===== src/rtl/bcd_ctrl_pkg.sv =====
// Shared widths, timing limits and controller state type for the BCD converter arbiter.
package bcd_ctrl_pkg;

  localparam int BIN_W           = 16;
  localparam int BCD_DIGITS      = 5;
  localparam int BCD_W           = 4 * BCD_DIGITS;
  localparam int CONV_CYCLES_MIN = 183;
  localparam int CNT_W           = 8;

  typedef enum logic [2:0] {
    S_FLUSH,
    S_IDLE,
    S_START,
    S_WAIT,
    S_DONE
  } state_t;

endpackage


===== src/rtl/rr_pick.sv =====
// Combinational round-robin picker: first asserted request at or after ptr, wrapping.
module rr_pick #(
  parameter int N_REQ = 4,
  parameter int IDX_W = 2
) (
  input  logic [N_REQ-1:0] req,
  input  logic [IDX_W-1:0] ptr,
  output logic [N_REQ-1:0] grant,
  output logic [IDX_W-1:0] idx
);

  logic             found;
  logic [IDX_W-1:0] pos;

  always_comb begin
    grant = '0;
    idx   = '0;
    found = 1'b0;
    pos   = '0;
    for (int unsigned i = 0; i < N_REQ; i++) begin
      pos = IDX_W'((32'(ptr) + i) % N_REQ);
      if (!found && req[pos]) begin
        found      = 1'b1;
        grant[pos] = 1'b1;
        idx        = pos;
      end
    end
  end

endmodule


===== src/rtl/bcd_conv_arbiter.sv =====
// Round-robin sharing of one multi-cycle binary-to-BCD converter between N_REQ requesters.
// Optional single-entry result cache enabled by defining BCD_CACHE_EN.
module bcd_conv_arbiter
  import bcd_ctrl_pkg::*;
#(
  parameter int N_REQ       = 4,
  parameter int CONV_CYCLES = 184
) (
  input  logic                   clock,
  input  logic                   reset_n,
  input  logic [N_REQ-1:0]       req,
  input  logic [BIN_W*N_REQ-1:0] bin_bus,
  output logic [N_REQ-1:0]       ack,
  output logic [BCD_W-1:0]       bcd_out,
  output logic                   busy,
  output logic                   conv_start,
  output logic [BIN_W-1:0]       conv_bin,
  input  logic [BCD_W-1:0]       conv_bcd
);

  localparam int IDX_W = (N_REQ > 1) ? $clog2(N_REQ) : 1;

  state_t             state, state_nxt;
  logic [CNT_W-1:0]   cnt;
  logic [IDX_W-1:0]   ptr, win_idx, pick_idx;
  logic [N_REQ-1:0]   win_grant, pick_grant;
  logic [BIN_W-1:0]   operand, pick_operand;
  logic [BIN_W-1:0]   ops [N_REQ];
  logic               hit;

  always_comb begin
    for (int unsigned i = 0; i < N_REQ; i++) begin
      ops[i] = bin_bus[BIN_W*i +: BIN_W];
    end
  end

  rr_pick #(
    .N_REQ(N_REQ),
    .IDX_W(IDX_W)
  ) u_pick (
    .req  (req),
    .ptr  (ptr),
    .grant(pick_grant),
    .idx  (pick_idx)
  );

  assign pick_operand = ops[pick_idx];

`ifdef BCD_CACHE_EN
  logic               cache_valid;
  logic [BIN_W-1:0]   cache_bin;
  logic [BCD_W-1:0]   cache_bcd;
  assign hit = cache_valid && (cache_bin == pick_operand);
`else
  assign hit = 1'b0;
`endif

  assign busy       = (state != S_IDLE);
  assign conv_start = (state == S_START);
  assign conv_bin   = operand;

  always_comb begin
    state_nxt = state;
    case (state)
      S_FLUSH: if (cnt == '0) state_nxt = S_IDLE;
      S_IDLE:  if (|req) state_nxt = hit ? S_DONE : S_START;
      S_START: state_nxt = S_WAIT;
      S_WAIT:  if (cnt == '0) state_nxt = S_DONE;
      S_DONE:  state_nxt = S_IDLE;
      default: state_nxt = S_FLUSH;
    endcase
  end

  // ack/bcd_out are loaded on the edge entering S_DONE so they are valid during S_DONE itself
  always_ff @(posedge clock or negedge reset_n) begin
    if (!reset_n) begin
      state     <= S_FLUSH;
      cnt       <= CNT_W'(CONV_CYCLES);
      ptr       <= '0;
      win_idx   <= '0;
      win_grant <= '0;
      operand   <= '0;
      ack       <= '0;
      bcd_out   <= '0;
`ifdef BCD_CACHE_EN
      cache_valid <= 1'b0;
      cache_bin   <= '0;
      cache_bcd   <= '0;
`endif
    end else begin
      state <= state_nxt;
      ack   <= '0;
      case (state)
        S_FLUSH: if (cnt != '0) cnt <= cnt - 1'b1;
        S_IDLE: begin
          if (|req) begin
            win_idx   <= pick_idx;
            win_grant <= pick_grant;
            operand   <= pick_operand;
`ifdef BCD_CACHE_EN
            if (hit) begin
              ack     <= pick_grant;
              bcd_out <= cache_bcd;
            end
`endif
          end
        end
        S_START: cnt <= CNT_W'(CONV_CYCLES - 1);
        S_WAIT: begin
          if (cnt == '0) begin
            ack     <= win_grant;
            bcd_out <= conv_bcd;
`ifdef BCD_CACHE_EN
            cache_valid <= 1'b1;
            cache_bin   <= operand;
            cache_bcd   <= conv_bcd;
`endif
          end else begin
            cnt <= cnt - 1'b1;
          end
        end
        S_DONE: ptr <= (win_idx == IDX_W'(N_REQ - 1)) ? '0 : win_idx + 1'b1;
        default: ;
      endcase
    end
  end

endmodule


===== config.mk =====
export PLATFORM = sky130hd
export DESIGN_NAME = bcd_conv_arbiter
export DESIGN_NICKNAME = d
export VERILOG_FILES = /design/src/rtl/bcd_ctrl_pkg.sv /design/src/rtl/rr_pick.sv /design/src/rtl/bcd_conv_arbiter.sv
export SDC_FILE = /design/constraint.sdc
export NUM_CORES = 1
export LEC_CHECK = 0
export ABC_AREA = 1
export CAP_MARGIN = 20
export CORE_MARGIN = 3
export CORE_UTILIZATION = 40
export DETAILED_ROUTE_END_ITERATION = 10
export GPL_ROUTABILITY_DRIVEN = 1
export PLACE_DENSITY = 0.85
export SYNTH_ARGS = -nofsm -noshare
export SYNTH_HDL_FRONTEND = slang
export SYNTH_HIERARCHICAL = 1
export SYNTH_SLANG_ARGS = --single-unit

===== constraint.sdc =====
create_clock -name clock -period 3.71 [get_ports clock]
set_input_delay 0.742 -clock clock [delete_from_list [all_inputs] [get_ports clock]]
set_output_delay 0.742 -clock clock [all_outputs]
set_load 0.005 [all_outputs]

* Yosys cells after proc, flatten, opt, wreduce, memory -nomap -nowiden *
Cells that the tools add are included.

word-level totals
  output and inout bits = 42
  register bits = 59

operators by class
  multiplexer cells = 40
  reductions and logical operators = 19
  eq/ne operators = 11
  $add $sub $neg = 5
  order comparisons = 9
  bitwise gates (word level) = 4

operator list
  kind                                                                number
  binary-select mux 16 bit (select 2 bit)                             1
  2-to-1 mux 16 bit                                                   2
  2-to-1 mux 4 bit                                                    6
  case mux 8 bit (3 select lines)                                     1
  2-to-1 mux 8 bit                                                    2
  case mux 3 bit (5 select lines)                                     1
  < comparator 2 x 3 -> 1 bit (second input constant)                 4
  OR 4 bit                                                            3
  2-to-1 mux 1 bit                                                    11
  2-to-1 mux 2 bit                                                    5
  inequality test 2 bit (second input constant)                       5
  2-to-1 mux 3 bit                                                    3
  binary-select mux 1 bit (select 2 bit)                              4
  demux 1 bit (select 2 bit)                                          4
  greater-or-equal comparator 2 x 1 -> 1 bit (second input constant)  4
  zero test 8 bit                                                     1
  nonzero test 8 bit                                                  1
  subtractor 8 x 1 -> 8 bit (second input constant)                   1
  logical AND 1 bit                                                   7
  equality test 3 x 2 -> 1 bit (second input constant)                2
  AND reduction 3 bit                                                 2
  adder 2 x 1 -> 2 bit (second input constant)                        2
  adder 2 bit (second input constant)                                 2
  AND reduction 2 bit                                                 2
  10 further kinds                                                    12

* Depth between registers and ports, before layout *
Gate-level depths: netlist of run 1.

  depth after elaboration = 16
  gate-level depth with buffers = 16

* Hierarchy *
The synthesis of run 1 kept the hierarchy.

modules (own cells, without submodules)
  module            seq. area each (um^2)  cells an instance  area an instance (um^2)  times used
  bcd_conv_arbiter  1,481.4                390                2,994.1                  1
  rr_pick           0.0                    82                 476.7                    1

* Worst setup path before layout of run 1 *
OpenSTA, ideal clock, no wires.

  path kind = register -> register
  start point = register ptr[1]
  end point = register operand[0] (netlist: conv_bin[0])
  stages on the path, launching flop included = 16
  arrival time = 2.242 ns
  slack = 1.351 ns
  path buffers = 1
  period minus slack after synthesis = 2.359 ns
  cell sequence = dfrtp_1 -> inv_1 -> ha_1 -> inv_1 -> nand3_1 -> nand2_1 -> nand3_1 -> nor2_1 -> nor2_1 -> nor2_1 -> inv_1 -> clkbuf_1 -> o21ai_0 -> o22ai_1 -> nand2_1 -> nand2_1

between the ends
  longest elaborated chain between the ends = 16

ends and longest elaborated chain
  element                                                        line                     source
  from (decl)                                                    bcd_conv_arbiter.sv:25   logic [IDX_W-1:0] ptr, win_idx, pick_idx;
  from (signal assigned)                                         bcd_conv_arbiter.sv:122  S_DONE: ptr <= (win_idx == IDX_W'(N_REQ - 1)) ? '0 : win_idx + 1'b1;
  branches (longest 11 deep; another with adder 2 x 1 -> 2 bit)  -
  2-to-1 mux 2 bit *                                             rr_pick.sv:22            if (!found && req[pos]) begin
  via pick_idx[0]                                                bcd_conv_arbiter.sv:25
  inverter 2 -> 3 bit (not written as such) *                    bcd_conv_arbiter.sv:47   assign pick_operand = ops[pick_idx];
  binary-select mux 16 bit (select 2 bit) *                      bcd_conv_arbiter.sv:47
  2-to-1 mux 16 bit (not written as such) * (2 in series)        bcd_conv_arbiter.sv:47
  to (signal assigned)                                           bcd_conv_arbiter.sv:99   operand <= pick_operand;
  to (decl)                                                      bcd_conv_arbiter.sv:27   logic [BIN_W-1:0] operand, pick_operand;

Mark *: on every way through the listed nets, which the timed path passes. The select of a mux whose other input is x is not followed.
A chain may end at the register's enable or synchronous reset.

* Worst setup path after layout of run 1 *
  start point = register ptr[1]
  end point = register operand[10] (netlist: conv_bin[10])

Same word-level chain as after synthesis.

==> out/metrics.yaml, run 1 <==
clocking:
  worstSkewPairLatency_ps: 340
  cts.clk_slew.worst_paths_ps: 70
  tritoncts: "done"
  post_cts_buffers: 0
  ctsLongestPathBuffers: 2
  cts.repair.resized: 0
  hold_buffers: 0
  cts_root_buffer: "clkbuf_8"
  cts.sinks: 59
  cts_buffers: 9
  htree_levels: 3
die:
  dieHeight_um: 99.2
  die_area_um2: 9830
  core_um2: 8340
  ioPinCount: 132
  num_rows: 33
  start_util: 0.416
  die_w_um: 99.2
timing:
  hold_slack_ps: 241
  tightest_slew_ps: 488
  skew_ps: 10.7
  rsz0062_at_grt: "no"
  hold_violations: 0
  setup_violations: 0
  max_clock_freq_mhz: 346
  finalSetupTns_ps: 0
  maxSlewViolCount: 0
  timing.final.crit_share: 0.778
  slew_headroom: 0.674
  final.min_clock_period_ps: 2890
yosys:
  syn_nets: 570
  synthCells: 472
  synth.distinct_cells: 34
  yosysWarnings: 6
  syn_avg_cell_area_um2: 7.35
  syn_area_um2: 3470
  ys_seq_area_frac: 0.427
  ys_ff_latch: 59
placement:
  dpl_cell_area_um2: 4810
  io_buffers: 131
  gp_congestion: 0.882
  dp_hpwl_mm: 7.41
job:
  maxCapViolCount: 0
global_route:
  grt_remaining_overflow: 0
  grt_pass1_vias: 3562
  antenna_found_initial: 0
  track_usage: 0.212
  grt_max_degree: 48
  grt_first_pass_wirelength_mm: 16.7
worst_setup_path:
  cp_max_fo: 17
  worst_r2r_startpoint: "ptr[1]"
  reg2reg_slack_ps: 820
  cp-start-kind: "flop"
  critPathKind: "flop to flop"
  r2r_end: "conv_bin[10]"
  worstRegToRegCells: 15
  critPathRequiredTime_ps: 3980
  endpoint_kind: "flop"
  worst-endpoint-arrival_ps: 3160
power:
  p_per_area_nw_per_um2: 289
  irDropWorstVdd_mv: 0.177
  p_leak_uw: 0.00237
min_path:
  hold_path_class: "input port to asynchronous set/reset pin"
drt:
  drt_iter0_drc: 197
  first_pass_iters: 4
  num_vias: 3561
  drc: 0
  ant_nets: 0
  routedWlPerCell_um: 13.9
  wirelength_mm: 9.87
  vias_per_cell: 5.01
layout:
  drive_above_1_share: 0.0842
  layout.nets: 700
  design_area_um2: 5040
  antenna_cells: 0
  area_growth_pct: 45.3
  layout_common_cells: "nand2_1, clkdlybuf4s50_1, dfrtp_1"
  final_common_cell: "nand2_1"
run_status:
  status: "completed"
==> routing by layer <==
layer  share of wire  GRT usage
met5               0          0
met4           0.027     0.0956
met3           0.076     0.0554
met2            0.50      0.370
met1            0.40      0.243
==> power breakdown <==
part           switching (uW)  internal, uW
registers                   0           643
clock network             259           363
logic                    79.5           112
total                     339          1120
==> worst max-delay path by stage <==
stage / cells past startpoint / slack [ps] / end / from
after global routing: 15 / 520 / conv_bin[10] / ptr[0]
after global placement: 14 / 770 / conv_bin[11] / req[3]
final: 15 / 820 / conv_bin[10] / ptr[1]
after CTS: 14 / 840 / conv_bin[10] / ptr[0]
after floorplan: 15 / 1350 / conv_bin[0] / ptr[1]
after detailed placement: 14 / 650 / conv_bin[9] / req[2]
==> registers in the layout, indices dropped and copies added, names as in the netlist <==
register	count
win_grant	4
ptr	2
state	3
win_idx	2
ack	4
cnt	8
bcd_out	20
conv_bin	16
==> logic make-up after synthesis <==
family | share of synthesized area
AO/OA/AOI/OAI | 0.123
XOR/XNOR | 0.00252
adder cells (fa/ha/maj) | 0.0288
buffers and inverters | 0.0789
flip-flops | 0.427
multiplexers | 0.00324
AND/OR/NAND/NOR | 0.337
==> metrics by stage <==
| step | power, uW | std cells | util | worst slack [ps] |
|---|---|---|---|---|
| after floorplan | 720 | 472 | - | 1350 |
| after global placement | 841 | 695 | 0.577 | 773 |
| after detailed placement | 844 | 695 | 0.577 | 646 |
| after CTS | 1460 | 710 | 0.602 | 843 |
| after global routing | 1520 | 711 | 0.605 | 516 |
| final | 1460 | 711 | 0.605 | 822 |
==> area by class of cell <==
class / count / area, um^2
multi-input cells: 360 / 1720
flip-flops and latches: 59 / 1480
clock buffers: 12 / 165
well taps: 105 / 131
clock inverters: 3 / 46.3
fillers: 723 / 3300
repair buffers: 137 / 1360
inverters: 35 / 139
==> cells in the mapped netlist (all sizes together) <==
library cell | instances | area (um^2)
nand3 | 34 | 188
ha | 8 | 100
clkbuf | 6 | 22.5
buf | 12 | 113
nor2 | 55 | 243
o211ai | 2 | 15.0
a21oi | 8 | 40.0
or2 | 2 | 12.5
dfrtp | 55 | 1380
o22ai | 16 | 100
mux2 | 1 | 11.3
inv | 35 | 139
o21ai | 46 | 234
nand4 | 1 | 6.26
o31ai | 1 | 7.51
xor2 | 1 | 8.76
a21boi | 4 | 30.0
dfstp | 4 | 105
nand2 | 181 | 719
==> critical path, cell delays in order (launching register included) <==
cell and delay [ps]:
dfrtp_1 530, inv_1 230, ha_1 400, inv_1 110, nand3_1 100, nand2_1 110
nand3_1 100, nor2_1 60, nand2_1 60, nand3_1 90, buf_4 200, inv_1 340
o21ai_0 170, o22ai_1 170, nand2_1 70, nand2_1 70
(Power assumes the default switching activity.)
==> run 2, diff against run 1 <==
Settings changed: PLACE_DENSITY 0.85 to 0.88.
Clock period 3.71 ns to 2.6 ns, I/O delays scaled along.
==> out/metrics.yaml, run 2 (synthesis results as in run 1) <==
power:
  irDropWorstVdd_mv: 0.301
  p_int_uw: 1560
  comb_power_share: 0.134
  switchingPower_uw: 513
  p_leak_uw: 0.00239
  finalPower_uw: 2070
  seqPwrFrac: 0.443
  switching_share: 0.248
  p_clk_frac: 0.422
  p_per_area_nw_per_um2: 407
layout:
  antenna_cells: 0
  layout_common_cells: "nand2_1, clkdlybuf4s50_1, dfrtp_1"
  area_growth_pct: 46.4
  regMostFlops: "bcd_out"
  fin_util: 0.609
  largest_register_ffs: 20
  layout.nets: 704
  final_common_cell: "nand2_1"
  nFillCells: 715
  drive_above_1_share: 0.0966
worst_setup_path:
  worst-endpoint-arrival_ps: 2670
  critPathRequiredTime_ps: 2830
  slowest_stage: "dfrtp_1"
  cp_max_fo: 33
  critPathKind: "flop to flop"
  slowest_delay_ps: 420
  endpoint_kind: "flop"
  cp-start-kind: "flop"
  cpMostUsedCell: "nand2_1"
  crit_path_cell_trace: "inv_6, ha_2, inv_2, nand3_1, nand2_1, nand3_1, nor2_2, nor2_1, nor2_2, inv_1, buf_12, o21ai_0, o22ai_1, nand2_1, nand2_1"
global_route:
  grt_pass1_vias: 3424
  grt_max_degree: 34
  grt_first_pass_wirelength_mm: 16.1
  track_usage: 0.202
  grt_remaining_overflow: 0
  antenna_found_initial: 0
timing:
  max_clock_freq_mhz: 409
  tightest_slew_ps: 465
  slew_headroom: 0.690
  maxSlewViolCount: 0
  hold_violations: 0
  final.min_clock_period_ps: 2440
  setup_violations: 0
  setup_ws_ps: 157
  skew_ps: 11.5
  rsz0062_at_grt: "yes"
  timing.final.crit_share: 0.939
drt:
  routedWlPerCell_um: 13.7
  wirelength_mm: 9.78
  vias_per_cell: 5.01
  ant_nets: 0
  wl_met3_um: 746
  first_pass_iters: 6
  top_layer: "met4"
  wl_met1_mm: 4.09
  drt_iter0_drc: 192
  route.met2.wl_mm: 4.75
  num_vias: 3584
  drc: 0
clocking:
  hold_buffers: 0
  ctsLongestPathBuffers: 2
  cts_buffers: 9
  tritoncts: "done"
  cts.clk_slew.worst_paths_ps: 70
  worstSkewPairLatency_ps: 340
  htree_levels: 3
  cts_root_buffer: "clkbuf_8"
  cts.sinks: 59
placement:
  pre_cts_ws_ps: -67.8
  dp_hpwl_mm: 7.38
  io_buffers: 131
  gp_congestion: 0.889
die:
  num_rows: 33
  start_util: 0.416
  die_w_um: 99.2
  dieHeight_um: 99.2
  die_area_um2: 9830
  core_um2: 8340
  ioPinCount: 132
job:
  maxCapViolCount: 0
min_path:
  hold_path_class: "input port to asynchronous set/reset pin"
run_status:
  status: "completed"
run 2: cell count changes in the layout (fill, tap and decap cells not counted), moves of 2 or more:
| cell | delta |
|---|---|
| buf_4 | +3 |
| inv_6 | +2 |
| clkbuf_8 | -2 |
| o21ai_0 | -3 |
| o21ai_1 | +3 |
run 2: worst paths after layout:
kind,to,slack [ps],from,cells after the start
worst max-delay path,conv_bin[10],160,ptr[0],15
min in group clock,bcd_out[18],480,bcd_out[18],2
worst min register to register,bcd_out[18],480,bcd_out[18],2
max in group asynchronous,bcd_out[15],1850,reset_n,2
worst max register to register,conv_bin[10],160,ptr[0],15
worst min-delay path,cnt[2],120,reset_n,1
run 2: layout make-up:
type                            instances  area [um^2]  share of cell area
Timing Repair Buffer                  141         1400               0.275
Inverter                               35          139              0.0273
Tap cell                              105          131              0.0259
Sequential cell                        59         1480               0.292
Clock inverter                          6         71.3              0.0140
Multi-Input combinational cell        360         1720               0.339
Clock buffer                           10          138              0.0271
run 2: layer usage:
layer | GRT usage | vias up
li1 | - | 1778
met1 | 0.253 | 1649
met2 | 0.334 | 142
met3 | 0.0547 | 15
met4 | 0.0756 | 0
met5 | 0 | -
run 2: worst max-delay path: cells and delay by family, from the launching register on:
family | cells | cell delay [ps]
fa+ha+maj | 1 | 320
buf+inv | 4 | 500
flops | 1 | 420
compound gates | 2 | 270
simple gates | 8 | 810
run 2: through the flow:
stage / instance area (um^2) / hold WS (ps) / instances / setup TNS [ps]
5_1_grt: 5080 / 152 / 716 / -124
2_1_floorplan: 3470 / 224 / 472 / 0
4_1_cts: 5070 / 129 / 716 / 0
3_5_place_dp: 4860 / 465 / 700 / -199
3_3_place_gp: 4860 / 462 / 700 / 0
6_report: 5080 / 124 / 716 / 0
run 2: what timing repair did:
item / 4_1_cts / 5_1_grt
setup buffers: 0 / 0
setup endpoints to repair: 0 / 16
resized for setup: 0 / 7
run 2: power by group through the flow:
stage                     logic, uW  clock network (uW)  registers, uW
after global placement          271                   0            935
after CTS                       276                 886            917
final                           278                 874            918
after global routing            305                 928            917
after detailed placement        275                   0            935
after floorplan                92.3                   0            935
==> RTL edit, RTL diff (config.mk and constraints of run 2) <==
Encoding of `state_t`: now Gray code (3 bits for 5 states).
--- a/src/rtl/bcd_ctrl_pkg.sv
+++ b/src/rtl/bcd_ctrl_pkg.sv
@@ -10,7 +10,7 @@
   typedef enum logic [2:0] {
-    S_FLUSH,
-    S_IDLE,
-    S_START,
-    S_WAIT,
-    S_DONE
+    S_FLUSH = 3'b000,
+    S_IDLE  = 3'b001,
+    S_START = 3'b011,
+    S_WAIT  = 3'b010,
+    S_DONE  = 3'b110
   } state_t;
Formal check against the unedited RTL: same outputs for any inputs over 10 cycles, from zero or initial values and one cycle with reset_n low; not proved beyond that.
==> RTL edit against run 2 <==
Design area rose by 0.32%; sequential share of layout area fell by 0.093 points; synthesized area fell by 1.1%; routed wire length rose by 0.77%; cell count fell by 0.84%; first-iteration DRC count rose by 15%; critical endpoint is now conv_bin[8]; global-route usage fell by 0.15 points; sequential cell count did not move; worst setup slack improved by 42 ps.
Power is not compared: it rests on default switching activity, and its combinational part moved more than twofold at a synthesized area within 25%.
==> RTL edit: results (changes against run 2) <==
GRT
  – Met1 usage: 25.7% (was 25.3%)
  – First-pass GRT wire length: 16200 um (was 16100 um)
  – Met2 GRT Util: 34.2% (was 33.4%)
  – GRT Util Overall: 20.0% (was 20.2%)
  – Largest net degree at the start of global routing: 60 (was 34)
  – Global-route met3 utilization: 2.69% (was 5.47%)

Synthesis
  – Post-Synth XOR/XNOR Area: 0.255% (was 0.252%)
  – Mux contribution to synthesized area: 0% (was 0.324%)
  – Top cells by count, synth: nand2_1, dfrtp_1, nor2_1 (unchanged)
  – Adder-Cell Fraction of Synth Area: 2.92% (was 2.88%)
  – Synth unique cells: 31 (was 34)
  – Post-synthesis net count: 564 (was 570)
  – Synth area leaders: dfrtp_1, nand2_1, o21ai_0 (was dfrtp_1, nand2_1, nor2_1)
  – Syn Inst Count: 466 (was 472)
  – Compound-gate portion of the synthesized area: 12.0% (was 12.3%)

Clocking
  – Post-CTS Hold Fix Bufs: 0 (unchanged)
  – Post-cts resize count: 0 (unchanged)

Detailed routing
  – Metal-1 WL: 4020 um (was 4090 um)
  – Routed vias: 3603 (was 3584)
  – WL met3: 464 um (was 746 um)
  – Initial DRC Count: 220 (was 192)
  – Routed wl met2: 5090 um (was 4750 um)
  – First drt pass iteration count: 4 (was 6)
  – Per-cell routed wire length: 13.9 um (was 13.7 um)

Critical path
  – CP max FO: 32 (was 33)
  – R2R Path Start: ptr[0] (unchanged)
  – Max stage delay on crit path: 420 ps (about the same)
  – R2R setup slack: 200 ps (was 160 ps)
  – Arrival time at the worst endpoint: 2620 ps (was 2670 ps)

Place
  – Placer Congestion: 0.842 (was 0.889)
  – Placed cells: 693 (was 700)
  – Pre-CTS setup slack: -0.852 ps (was -67.8 ps)
  – DP Area: 0.00486 mm2 (about the same)
  – Post-DP HPWL: 7370 um (was 7380 um)

Cells and area
  – Number of flip-flops in the largest register: 20 (unchanged)
  – Fin util: 61.7% (was 60.9%)
  – Final cell count without fillers: 710 (was 716)
  – Share of layout cells above drive strength 1: 9.92% (was 9.66%)
  – Nets: 699 (was 704)
  – Fillers: 695 (was 715)

Timing
  – Worst Tran Pin Value: 460 ps (was 465 ps)
  – Worst hold slack: 184 ps (was 124 ps)
  – Clock skew: 10.1 ps (was 11.5 ps)

Outcome
  – Status: complete, no violations (unchanged)

Pwr
  – Clock network fraction of design power: 17.1%
-- RTL edit: final cells by class --
| cell class | count | area share, % |
|---|---|---|
| Multi-Input combinational cell | 354 | 33.6 |
| Sequential cell | 59 | 29.1 |
| Timing Repair Buffer | 142 | 27.8 |
| Inverter | 35 | 2.77 |
| Clock buffer | 10 | 2.70 |
| Tap cell | 105 | 2.58 |
| Clock inverter | 5 | 1.52 |
-- RTL edit: worst max path at each step --
stage	endpoint	cells past startpoint	slack [ps]
after global routing	conv_bin[2]	15	20
after global placement	conv_bin[14]	13	80
after floorplan	conv_bin[0]	15	230
final	conv_bin[8]	15	200
after CTS	conv_bin[0]	14	150
after detailed placement	conv_bin[9]	13	-0.9
-- RTL edit: cell families (layout without fill, tap and decap cells) --
group,count (synthesis),in the layout
and+or+nand+nor,269,269
AOI/OAI and AO/OA,76,76
DFF,59,59
buffers and inverters,53,192
adders and majority gates,8,8
xor gates and xnor gates,1,1
